==> config.mk <==
export PLATFORM = sky130hd
export DESIGN_NAME = mmio_bus_bridge
export DESIGN_NICKNAME = d
export VERILOG_FILES = /design/src/rtl/mmio_bus_bridge.sv
export SDC_FILE = /design/constraint.sdc
export NUM_CORES = 1
export LEC_CHECK = 0
export CORE_ASPECT_RATIO = 0.6
export CORE_MARGIN = 3
export CORE_UTILIZATION = 25
export CTS_CLUSTER_SIZE = 30
export DETAILED_ROUTE_END_ITERATION = 12
export GPL_ROUTABILITY_DRIVEN = 1
export PLACE_DENSITY_LB_ADDON = 0.08
export SYNTH_ARGS = -nofsm -noshare
export SYNTH_HDL_FRONTEND = slang
export SYNTH_SLANG_ARGS = --single-unit
==> constraint.sdc <==
create_clock -name clk -period 4 [get_ports clk]
set_input_delay 0.4 -clock clk [delete_from_list [all_inputs] [get_ports clk]]
set_output_delay 0.4 -clock clk [all_outputs]
set_load 0.02 [all_outputs]
==> src/rtl/mmio_bus_bridge.sv <==
`default_nettype none
// ============================================================================
// Module  : mmio_bus_bridge
// Purpose : CPU-to-peripheral MMIO bridge (setup/access handshake) with wait
//           states, bus timeout and unmapped-region error responses.
// Rev     : 1.0 - initial release
// ============================================================================
module mmio_bus_bridge #(
    parameter int unsigned       ADDR_W         = 32,
    parameter int unsigned       DATA_W         = 32,
    parameter int unsigned       N_PERIPH       = 4,
    parameter int unsigned       WINDOW_REGIONS = 8,
    parameter logic [ADDR_W-1:0] MMIO_BASE      = 32'hFFFF0000,
    parameter int unsigned       REGION_SHIFT   = 3,
    parameter int unsigned       TIMEOUT        = 16
) (
    input  logic                         clk,
    input  logic                         reset,
    input  logic                         cpu_req_i,
    input  logic                         cpu_write_i,
    input  logic [ADDR_W-1:0]            cpu_addr_i,
    input  logic [DATA_W-1:0]            cpu_wdata_i,
    output logic [DATA_W-1:0]            cpu_rdata_o,
    output logic                         cpu_stall_o,
    output logic                         cpu_done_o,
    output logic                         cpu_err_o,
    output logic                         mem_sel_o,
    output logic [N_PERIPH-1:0]          p_sel_o,
    output logic                         p_enable_o,
    output logic                         p_write_o,
    output logic [REGION_SHIFT-1:0]      p_addr_o,
    output logic [DATA_W-1:0]            p_wdata_o,
    input  logic [N_PERIPH*DATA_W-1:0]   p_rdata_i,
    input  logic [N_PERIPH-1:0]          p_ready_i
);

    localparam int unsigned c_IDX_W = (WINDOW_REGIONS > 1) ? $clog2(WINDOW_REGIONS) : 1;
    localparam int unsigned c_CNT_W = $clog2(TIMEOUT + 1);
    localparam logic [ADDR_W:0]    c_WIN_BYTES = (ADDR_W + 1)'(WINDOW_REGIONS) << REGION_SHIFT;
    localparam logic [c_IDX_W:0]   c_N_PERIPH  = (c_IDX_W + 1)'(N_PERIPH);
    localparam logic [c_CNT_W-1:0] c_CNT_LAST  = c_CNT_W'(TIMEOUT - 1);

    typedef enum logic [1:0] {
        S_IDLE   = 2'd0,
        S_SETUP  = 2'd1,
        S_ACCESS = 2'd2,
        S_RESP   = 2'd3
    } state_t;

    state_t                 state_q, state_d;
    logic                   write_q, write_d;
    logic [REGION_SHIFT-1:0] addr_q, addr_d;
    logic [DATA_W-1:0]      wdata_q, wdata_d;
    logic [c_IDX_W-1:0]     idx_q, idx_d;
    logic                   err_q, err_d;
    logic [DATA_W-1:0]      rdata_q, rdata_d;
    logic [c_CNT_W-1:0]     cnt_q, cnt_d;

    logic [ADDR_W-1:0]      w_off;
    logic                   w_in_win;
    logic [c_IDX_W-1:0]     w_idx;
    logic                   w_mapped;
    logic                   w_ready;
    logic [DATA_W-1:0]      w_rdata;
    logic [N_PERIPH-1:0]    w_sel_oh;

    // Offset is computed by subtraction so a window ending at the top of the
    // address space never overflows the compare.
    assign w_off     = cpu_addr_i - MMIO_BASE;
    assign w_in_win  = (cpu_addr_i >= MMIO_BASE) && ({1'b0, w_off} < c_WIN_BYTES);
    assign w_idx     = w_off[REGION_SHIFT +: c_IDX_W];
    assign w_mapped  = ({1'b0, w_idx} < c_N_PERIPH);
    assign mem_sel_o = cpu_req_i && !w_in_win;

    assign cpu_rdata_o = rdata_q;
    assign p_write_o   = write_q;
    assign p_addr_o    = addr_q;
    assign p_wdata_o   = wdata_q;

    always_comb begin
        w_ready  = 1'b0;
        w_rdata  = '0;
        w_sel_oh = '0;
        for (int i = 0; i < N_PERIPH; i++) begin
            if (idx_q == c_IDX_W'(i)) begin
                w_ready     = p_ready_i[i];
                w_rdata     = p_rdata_i[i*DATA_W +: DATA_W];
                w_sel_oh[i] = 1'b1;
            end
        end
    end

    always_ff @(posedge clk) begin
        if (reset) begin
            state_q <= S_IDLE;
            write_q <= 1'b0;
            addr_q  <= '0;
            wdata_q <= '0;
            idx_q   <= '0;
            err_q   <= 1'b0;
            rdata_q <= '0;
            cnt_q   <= '0;
        end else begin
            state_q <= state_d;
            write_q <= write_d;
            addr_q  <= addr_d;
            wdata_q <= wdata_d;
            idx_q   <= idx_d;
            err_q   <= err_d;
            rdata_q <= rdata_d;
            cnt_q   <= cnt_d;
        end
    end

    always_comb begin
        state_d     = state_q;
        write_d     = write_q;
        addr_d      = addr_q;
        wdata_d     = wdata_q;
        idx_d       = idx_q;
        err_d       = err_q;
        rdata_d     = rdata_q;
        cnt_d       = cnt_q;
        cpu_stall_o = 1'b0;
        cpu_done_o  = 1'b0;
        cpu_err_o   = 1'b0;
        p_sel_o     = '0;
        p_enable_o  = 1'b0;

        case (state_q)
            S_IDLE: begin
                cpu_stall_o = cpu_req_i && w_in_win;
                if (cpu_req_i && w_in_win) begin
                    write_d = cpu_write_i;
                    addr_d  = w_off[REGION_SHIFT-1:0];
                    wdata_d = cpu_wdata_i;
                    idx_d   = w_idx;
                    err_d   = !w_mapped;
                    state_d = w_mapped ? S_SETUP : S_RESP;
                end
            end
            S_SETUP: begin
                cpu_stall_o = 1'b1;
                p_sel_o     = w_sel_oh;
                state_d     = S_ACCESS;
            end
            S_ACCESS: begin
                cpu_stall_o = 1'b1;
                p_sel_o     = w_sel_oh;
                p_enable_o  = 1'b1;
                cnt_d       = cnt_q + c_CNT_W'(1);
                // Ready is checked first so a response on the last allowed
                // cycle completes cleanly instead of timing out.
                if (w_ready) begin
                    if (!write_q) begin
                        rdata_d = w_rdata;
                    end
                    err_d   = 1'b0;
                    state_d = S_RESP;
                end else if (cnt_q == c_CNT_LAST) begin
                    rdata_d = '0;
                    err_d   = 1'b1;
                    state_d = S_RESP;
                end
            end
            S_RESP: begin
                cpu_done_o = 1'b1;
                cpu_err_o  = err_q;
                cnt_d      = '0;
                state_d    = S_IDLE;
            end
            default: begin
                state_d = S_IDLE;
            end
        endcase
    end

endmodule
`default_nettype wire

==> results.md, run 1 <==
* Status: finished clean
* Synthesized area per cell at ~9.7 µm²
* Power density over the cells at 353.2 nW/µm²
* H-tree levels at 3
* Synth area leaders: dfxtp_1, mux4_2, nand2_1
* Post-route DRC at 0
* Net Switching at just over 700 µW
* Synthesized flop and latch total at 79
* Vias in the first global route at between 4,000 and 5,000
* Critical Path End Type: output pin
* CP Launch Type: input port
* Clock power frac at 0.342
* PostCTS Resize Cnt at 0
* Vias at 3,970
* DP HPWL at roughly 11,000 µm
* Maxcap violations at 0
* Die Wd at between 150 and 200 µm
* CP arrival at 2.71 ns
* FP Rows at 34
* Worst setup path endpoint: cpu_stall_o
* Largest net degree at the start of global routing at just over 50
* Most common library cells after synthesis: nand2_1, dfxtp_1, a21oi_1
* Cts bufs inserted at 9
* Antenna-violating nets left at 0
* Syn Inst Count at approximately 400
* Initial antenna violation count at 0
* Area grow syn2layout at 82.93%
* Root buf cell: clkbuf_16
* Top-count cell post-synth: nand2_1
* Finish-stage setup viols at 0
* Design Power at between 2 and 2.5 mW
* Hold_buf cts at 0
* Die ar. at between 15,000 and 20,000 µm²
* First-pass GRT wire length at 21,790 µm
* Post-synthesis sequential area ratio at 0.4142
* Tot GR Track Use at 0.1668
* Core Region at 14,720 µm²
* Syn nets at 598
* Cell count after placement at approximately 840
* WHS Path Cells at 2
* Crit share post-route at 0.7784
* CTS max path bufs at 2
* Clock Sinks at slightly below 80
* CP required at around 3.6 ns
* Clock Skews at 0.008986 ns
* Setup TNS at 0 ns
* Cell Int Power at ~1.8 mW
* 1st-pass router iterations at 4
* Port bufs at 276
* Number of enable flip-flop cells after synthesis at 0
* Final Hold Viols at 0
* Register share of total power at 0.357
* Initial Utilization at 0.2594
* Slowest cell on crit path: clkdlybuf4s50_1
* RR Endpoint: cpu_rdata_o[30]$_SDFFE_PP0P_
* Setup bufs post-CTS at 0
* Async S/R FF share, synth at 0
* Worst path cell trace: clkdlybuf4s50_1 -> or4b_1 -> nor3_2 -> and4_1 -> nor2_1 -> nor2_1 -> clkdlybuf4s50_1
* WL final at approximately 15,000 µm
* Initial DRC count at 138
* Min Tclk post-route at approximately 3.1 ns
* CTS tree: done
* Grt total ovfl at 0
* Post-DR vias/cell at 4.643
* Worst reg2reg setup slack at around 1.6 ns
* Combinational power share at 0.302
* Synth unique cells at 47
* Yosys top cell by area: dfxtp_1
* Per-cell routed wire length at between 15 and 20 µm
* Area share of the largest cell type after synthesis at 0.4142
* Crit path max fanout at 4
* Gp weighted congestion at between 0.7 and 0.8
* Relative slew slack at 0.5708
* Tightest Pin Transition at 0.6438 ns
* FMAX at ~320 MHz
* Synth Flop Type: dfxtp_1
* R2r worst-path depth at 6
* Sw Ratio at 0.2896
* CP startpoint: cpu_addr_i[8]
* Max VDD drop at between 200 and 250 µV
* RSZ-0062 raised after global routing: false
* Synthesized cell area at ~3800 µm²
* Setup CP Type: input port to output pin
* Layout cell share with drive strength beyond 1 at 0.08067
* Die height at 101.7 µm
* RR Startpoint: idx_q[1]$_SDFFE_PP0P_
* P_leak at between 2 and 2.5 nW
* Slowest stage delay, CP at around 0.61 ns
* Yosys warnings at 0
* Fin nets at 857
* Worst-path clk slew at 0.06 ns
* N_diodes at 0
* IO Pins at ~280
* Clock Latency Late Sink at ~0.33 ns
* Pins over their slew limit at 0
* Post-route insts no fill at 855
* Min-delay worst type: flop to flop
[state kept, by name (all words and copies together) (netlist names)]
| register | count |
|---|---|
| p_wdata_o | 32 |
| p_addr_o | 3 |
| cnt_q | 5 |
| cpu_rdata_o | 32 |
| err_q | 1 |
| p_write_o | 1 |
| idx_q | 3 |
| state_q | 2 |
[stage by stage]
step	instance area, µm²	setup WS [ns]	util	hold WS [ns]
floorplan	3819	1.650	-	0.4801
finish	6985	0.8866	0.4746	0.4506
global placement	6681	0.8990	0.4539	0.4376
CTS	6985	0.8670	0.4746	0.4518
global route	6985	0.7491	0.4746	0.4722
detailed placement	6681	0.8622	0.4539	0.4453
[cell usage in the layout, fill, tap and decap left out, types with 2 or more instances in the layout]
cell type,netlist,final
nor3_1,4,4
buf_4,1,8
a22o_1,30,30
xor2_1,2,2
a31o_2,2,2
dfxtp_2,0,2
nor4bb_1,2,2
o21ai_0,13,13
a22oi_1,2,2
clkbuf_16,0,9
mux2i_1,15,15
dfxtp_1,79,77
clkinvlp_4,0,2
nand2_1,82,82
clkdlybuf4s50_1,0,275
nand2b_1,3,3
nor2_1,8,8
or4b_1,2,2
inv_1,5,5
a21boi_0,2,2
o221ai_1,13,13
ha_1,5,5
nand4_1,4,4
mux4_2,19,19
a21oi_1,43,43
[per-layer routing]
layer  routed length (µm)  up-vias  global-route usage
li1                     -     1967                   -
met1                 6118     1857              0.2054
met2                 7007      138              0.2784
met3                 1375        8             0.06579
met4                   80        0             0.03642
met5                    0        -                   0
[cells by family (layout without fill, tap and decap cells)]
logic type / after synthesis / count (layout) / synth area share
AND/OR/NAND/NOR: 118 / 118 / 0.1448
adder cells (fa/ha/maj): 5 / 5 / 0.01638
buffers and inverters: 41 / 305 / 0.05996
XOR/XNOR: 3 / 3 / 0.006882
AO/OA/AOI/OAI: 112 / 112 / 0.1995
multiplexers: 35 / 35 / 0.1583
flip-flops: 79 / 79 / 0.4142
[critical path: cells and delay by family]
| family | cells | cell delay, ns |
|---|---|---|
| AND/OR/NAND/NOR | 5 | 1.31 |
| buffers and inverters | 2 | 1.00 |
[worst min path at each step]
stage / start / endpoint / slack (ns)
detailed placement: p_wdata_o[5]$_SDFFE_PP0P_ / p_wdata_o[5]$_SDFFE_PP0P_ / 0.45
finish: p_wdata_o[1]$_SDFFE_PP0P_ / p_wdata_o[1]$_SDFFE_PP0P_ / 0.45
floorplan: cnt_q[4]$_SDFFE_PP0P_ / cnt_q[4]$_SDFFE_PP0P_ / 0.48
global route: p_wdata_o[27]$_SDFFE_PP0P_ / p_wdata_o[27]$_SDFFE_PP0P_ / 0.47
CTS: p_wdata_o[1]$_SDFFE_PP0P_ / p_wdata_o[1]$_SDFFE_PP0P_ / 0.45
global placement: p_addr_o[1]$_SDFFE_PP0P_ / p_addr_o[1]$_SDFFE_PP0P_ / 0.44
[layout make-up]
class                           instances  area, µm²
Clock buffer                            9      225.2
Clock inverter                          7      78.83
Fill cell                            1405       7734
Inverter                                5      18.77
Multi-Input combinational cell        273       2013
Sequential cell                        79       1584
Tap cell                              198      247.7
Timing Repair Buffer                  284       2818
[power groups by stage]
stage / registers, mW / clock network [mW] / logic [mW]
2_1_floorplan: 0.936 / 0 / 0.320
3_3_place_gp: 0.896 / 0 / 0.743
3_5_place_dp: 0.898 / 0 / 0.750
4_1_cts: 0.881 / 0.877 / 0.754
5_1_grt: 0.888 / 0.907 / 0.804
6_report: 0.880 / 0.843 / 0.744
No activity file was read; power rests on OpenSTA's default activity.
==> run 2, diff against run 1 <==
==> constraint.sdc (replaced) <==
create_clock -name clk -period 2.85 [get_ports clk]
set_input_delay 0.285 -clock clk [delete_from_list [all_inputs] [get_ports clk]]
set_output_delay 0.285 -clock clk [all_outputs]
set_load 0.02 [all_outputs]
==> results.md, run 2 (synthesis results as in run 1) <==
* Crit path max fanout at 3 (-1)
* Reg area at 1584 µm² (unchanged)
* Die ar. at 16,840 µm² (unchanged)
* Worst reg2reg setup slack at 0.75 ns (-0.85 ns)
* Maxcap violations at 0 (unchanged)
* Vias at 4,047 (+1.9%)
* Design Power at 3.453 mW (+40%)
* FP Rows at 34 (unchanged)
* Status: finished clean
* N_diodes at 0 (unchanged)
* Setup TNS at 0 ns (unchanged)
* CP required at 2.57 ns (-1.03 ns)
* Root buf cell: clkbuf_16
* Initial Utilization at 0.2594 (unchanged)
* Min-delay worst type: input port to flop
* Initial DRC count at 110 (-20%)
* Antenna-violating nets left at 0 (unchanged)
* Multi-input gate area at 2019 µm² (+0.31%)
* Layout cell share with drive strength beyond 1 at 0.08623 (+0.005563)
* Per-cell routed wire length at 16.91 µm (-0.83%)
* Post-route DRC at 0 (unchanged)
* Fillers at 1,418 (+0.93%)
* Hold_ws at 0.2443 ns (-0.2063 ns)
* First-pass GRT wire length at 21,990 µm (+0.92%)
* Cts bufs inserted at 9 (unchanged)
* Dpl cell area at 6711 µm² (+0.45%)
* CP Launch Type: input port
* P_leak at 2.411 nW (+2.2%)
* 1st-pass router iterations at 4 (unchanged)
* Port bufs at 276 (unchanged)
* Min Tclk post-route at ~2.6 ns
* Power density over the cells at 491.6 nW/µm² (+39%)
* Finish-stage setup viols at 0 (unchanged)
* Setup CP Type: input port to output pin
* Hold_buf cts at 0 (unchanged)
* Setup bufs post-CTS at 0 (unchanged)
* Crit share post-route at 0.8983
* Clock Latency Late Sink at 0.33 ns (about the same)
* IO Pins at 277 (unchanged)
* Tightest Pin Transition at 0.6481 ns (+0.004302 ns)
* CP arrival at 2.28 ns (-0.43 ns)
* Largest net degree at the start of global routing at 49 (-3.9%)
* Most common cell after layout, fill and taps aside: clkdlybuf4s50_1
* DP HPWL at 11,260 µm (+0.43%)
* DP Worst Slack at 0.003101 ns (-0.8591 ns)
* Most frequent cells in the layout: clkdlybuf4s50_1, nand2_1, dfxtp_1
* Post-route setup slack at 0.2898 ns (-0.5968 ns)
* Clock Skews at 0.009929 ns (+0.0009435 ns)
* Fin nets at 861 (+0.47%)
* Max VDD drop at 294.4 µV (+39%)
* FMAX at slightly below 400 MHz
* Area grow syn2layout at 83.91%
* Final Cell Area at 7023 µm² (+0.54%)
* H-tree levels at 3 (unchanged)
* CTS tree: done
* Worst-path clk slew at 0.06 ns (about the same)
* WL final at 14,530 µm (-0.36%)
* Critical Path End Type: output pin
* Gp weighted congestion at 0.7152 (-1.7%)
* Pins over their slew limit at 0 (unchanged)
* Initial antenna violation count at 1 (+1)
* Clock Sinks at 79 (unchanged)
* Die height at 101.7 µm (unchanged)
* Tot GR Track Use at 0.1676 (+0.0008506)
* Relative slew slack at 0.5679 (-0.002869)
* Post-DR vias/cell at 4.711 (+1.5%)
* Final Hold Viols at 0 (unchanged)
* CTS max path bufs at 2 (unchanged)
* Die Wd at 165.6 µm (unchanged)
* Vias in the first global route at 4,122 (+1.7%)
* Core Region at 14,720 µm² (unchanged)
* Grt total ovfl at 0 (unchanged)
* RSZ-0062 raised after global routing: false
[run 2: through the flow]
stage / cells / util
2_1_floorplan: 393 / -
3_3_place_gp: 843 / 0.4560
3_5_place_dp: 843 / 0.4560
4_1_cts: 859 / 0.4765
5_1_grt: 859 / 0.4771
6_report: 859 / 0.4771
[run 2: path summary, 6_finish.rpt]
path | startpoint | to | cells after the start
worst max-delay path | cpu_addr_i[8] | mem_sel_o | 6
worst min-delay path | reset | cpu_rdata_o[14]$_SDFFE_PP0P_ | 2
worst max register to register | idx_q[0]$_SDFFE_PP0P_ | cpu_rdata_o[19]$_SDFFE_PP0P_ | 6
worst min register to register | p_wdata_o[6]$_SDFFE_PP0P_ | p_wdata_o[6]$_SDFFE_PP0P_ | 2
[run 2: repair_timing]
| action | in CTS | in global routing |
|---|---|---|
| setup endpoints to repair | 0 | 1 |
| endpoints found under the hold margin | 0 | 0 |
| resized for setup | 0 | 2 |
[run 2: power breakdown]
| part | internal, mW | total (mW) | switching [mW] |
|---|---|---|---|
| Combinational | 0.581 | 1.04 | 0.456 |
| Sequential | 1.19 | 1.24 | 0.0501 |
| Clock | 0.688 | 1.18 | 0.490 |
| Total | 2.46 | 3.45 | 0.996 |
[run 2: area by class of cell]
class                   instances  area share
repair buffers                288      0.4058
multi-input cells             273      0.2875
flip-flops and latches         79      0.2255
well taps                     198     0.03528
clock buffers                   9     0.03207
clock inverters                 7     0.01105
inverters                       5    0.002672
[run 2: per-layer routing]
metal  vias up  track usage  share of wire
li1       1979            -              -
met1      1912       0.2083           0.42
met2       142       0.2708           0.47
met3        12      0.07192          0.094
met4         2      0.04089         0.0089
met5         -            0        0.00089
[run 2: critical path, stage by stage]
cell,delay [ns]
clkdlybuf4s50_1,0.39
or4b_1,0.57
nor3_4,0.26
buf_4,0.15
a21boi_0,0.07
clkdlybuf4s50_1,0.55
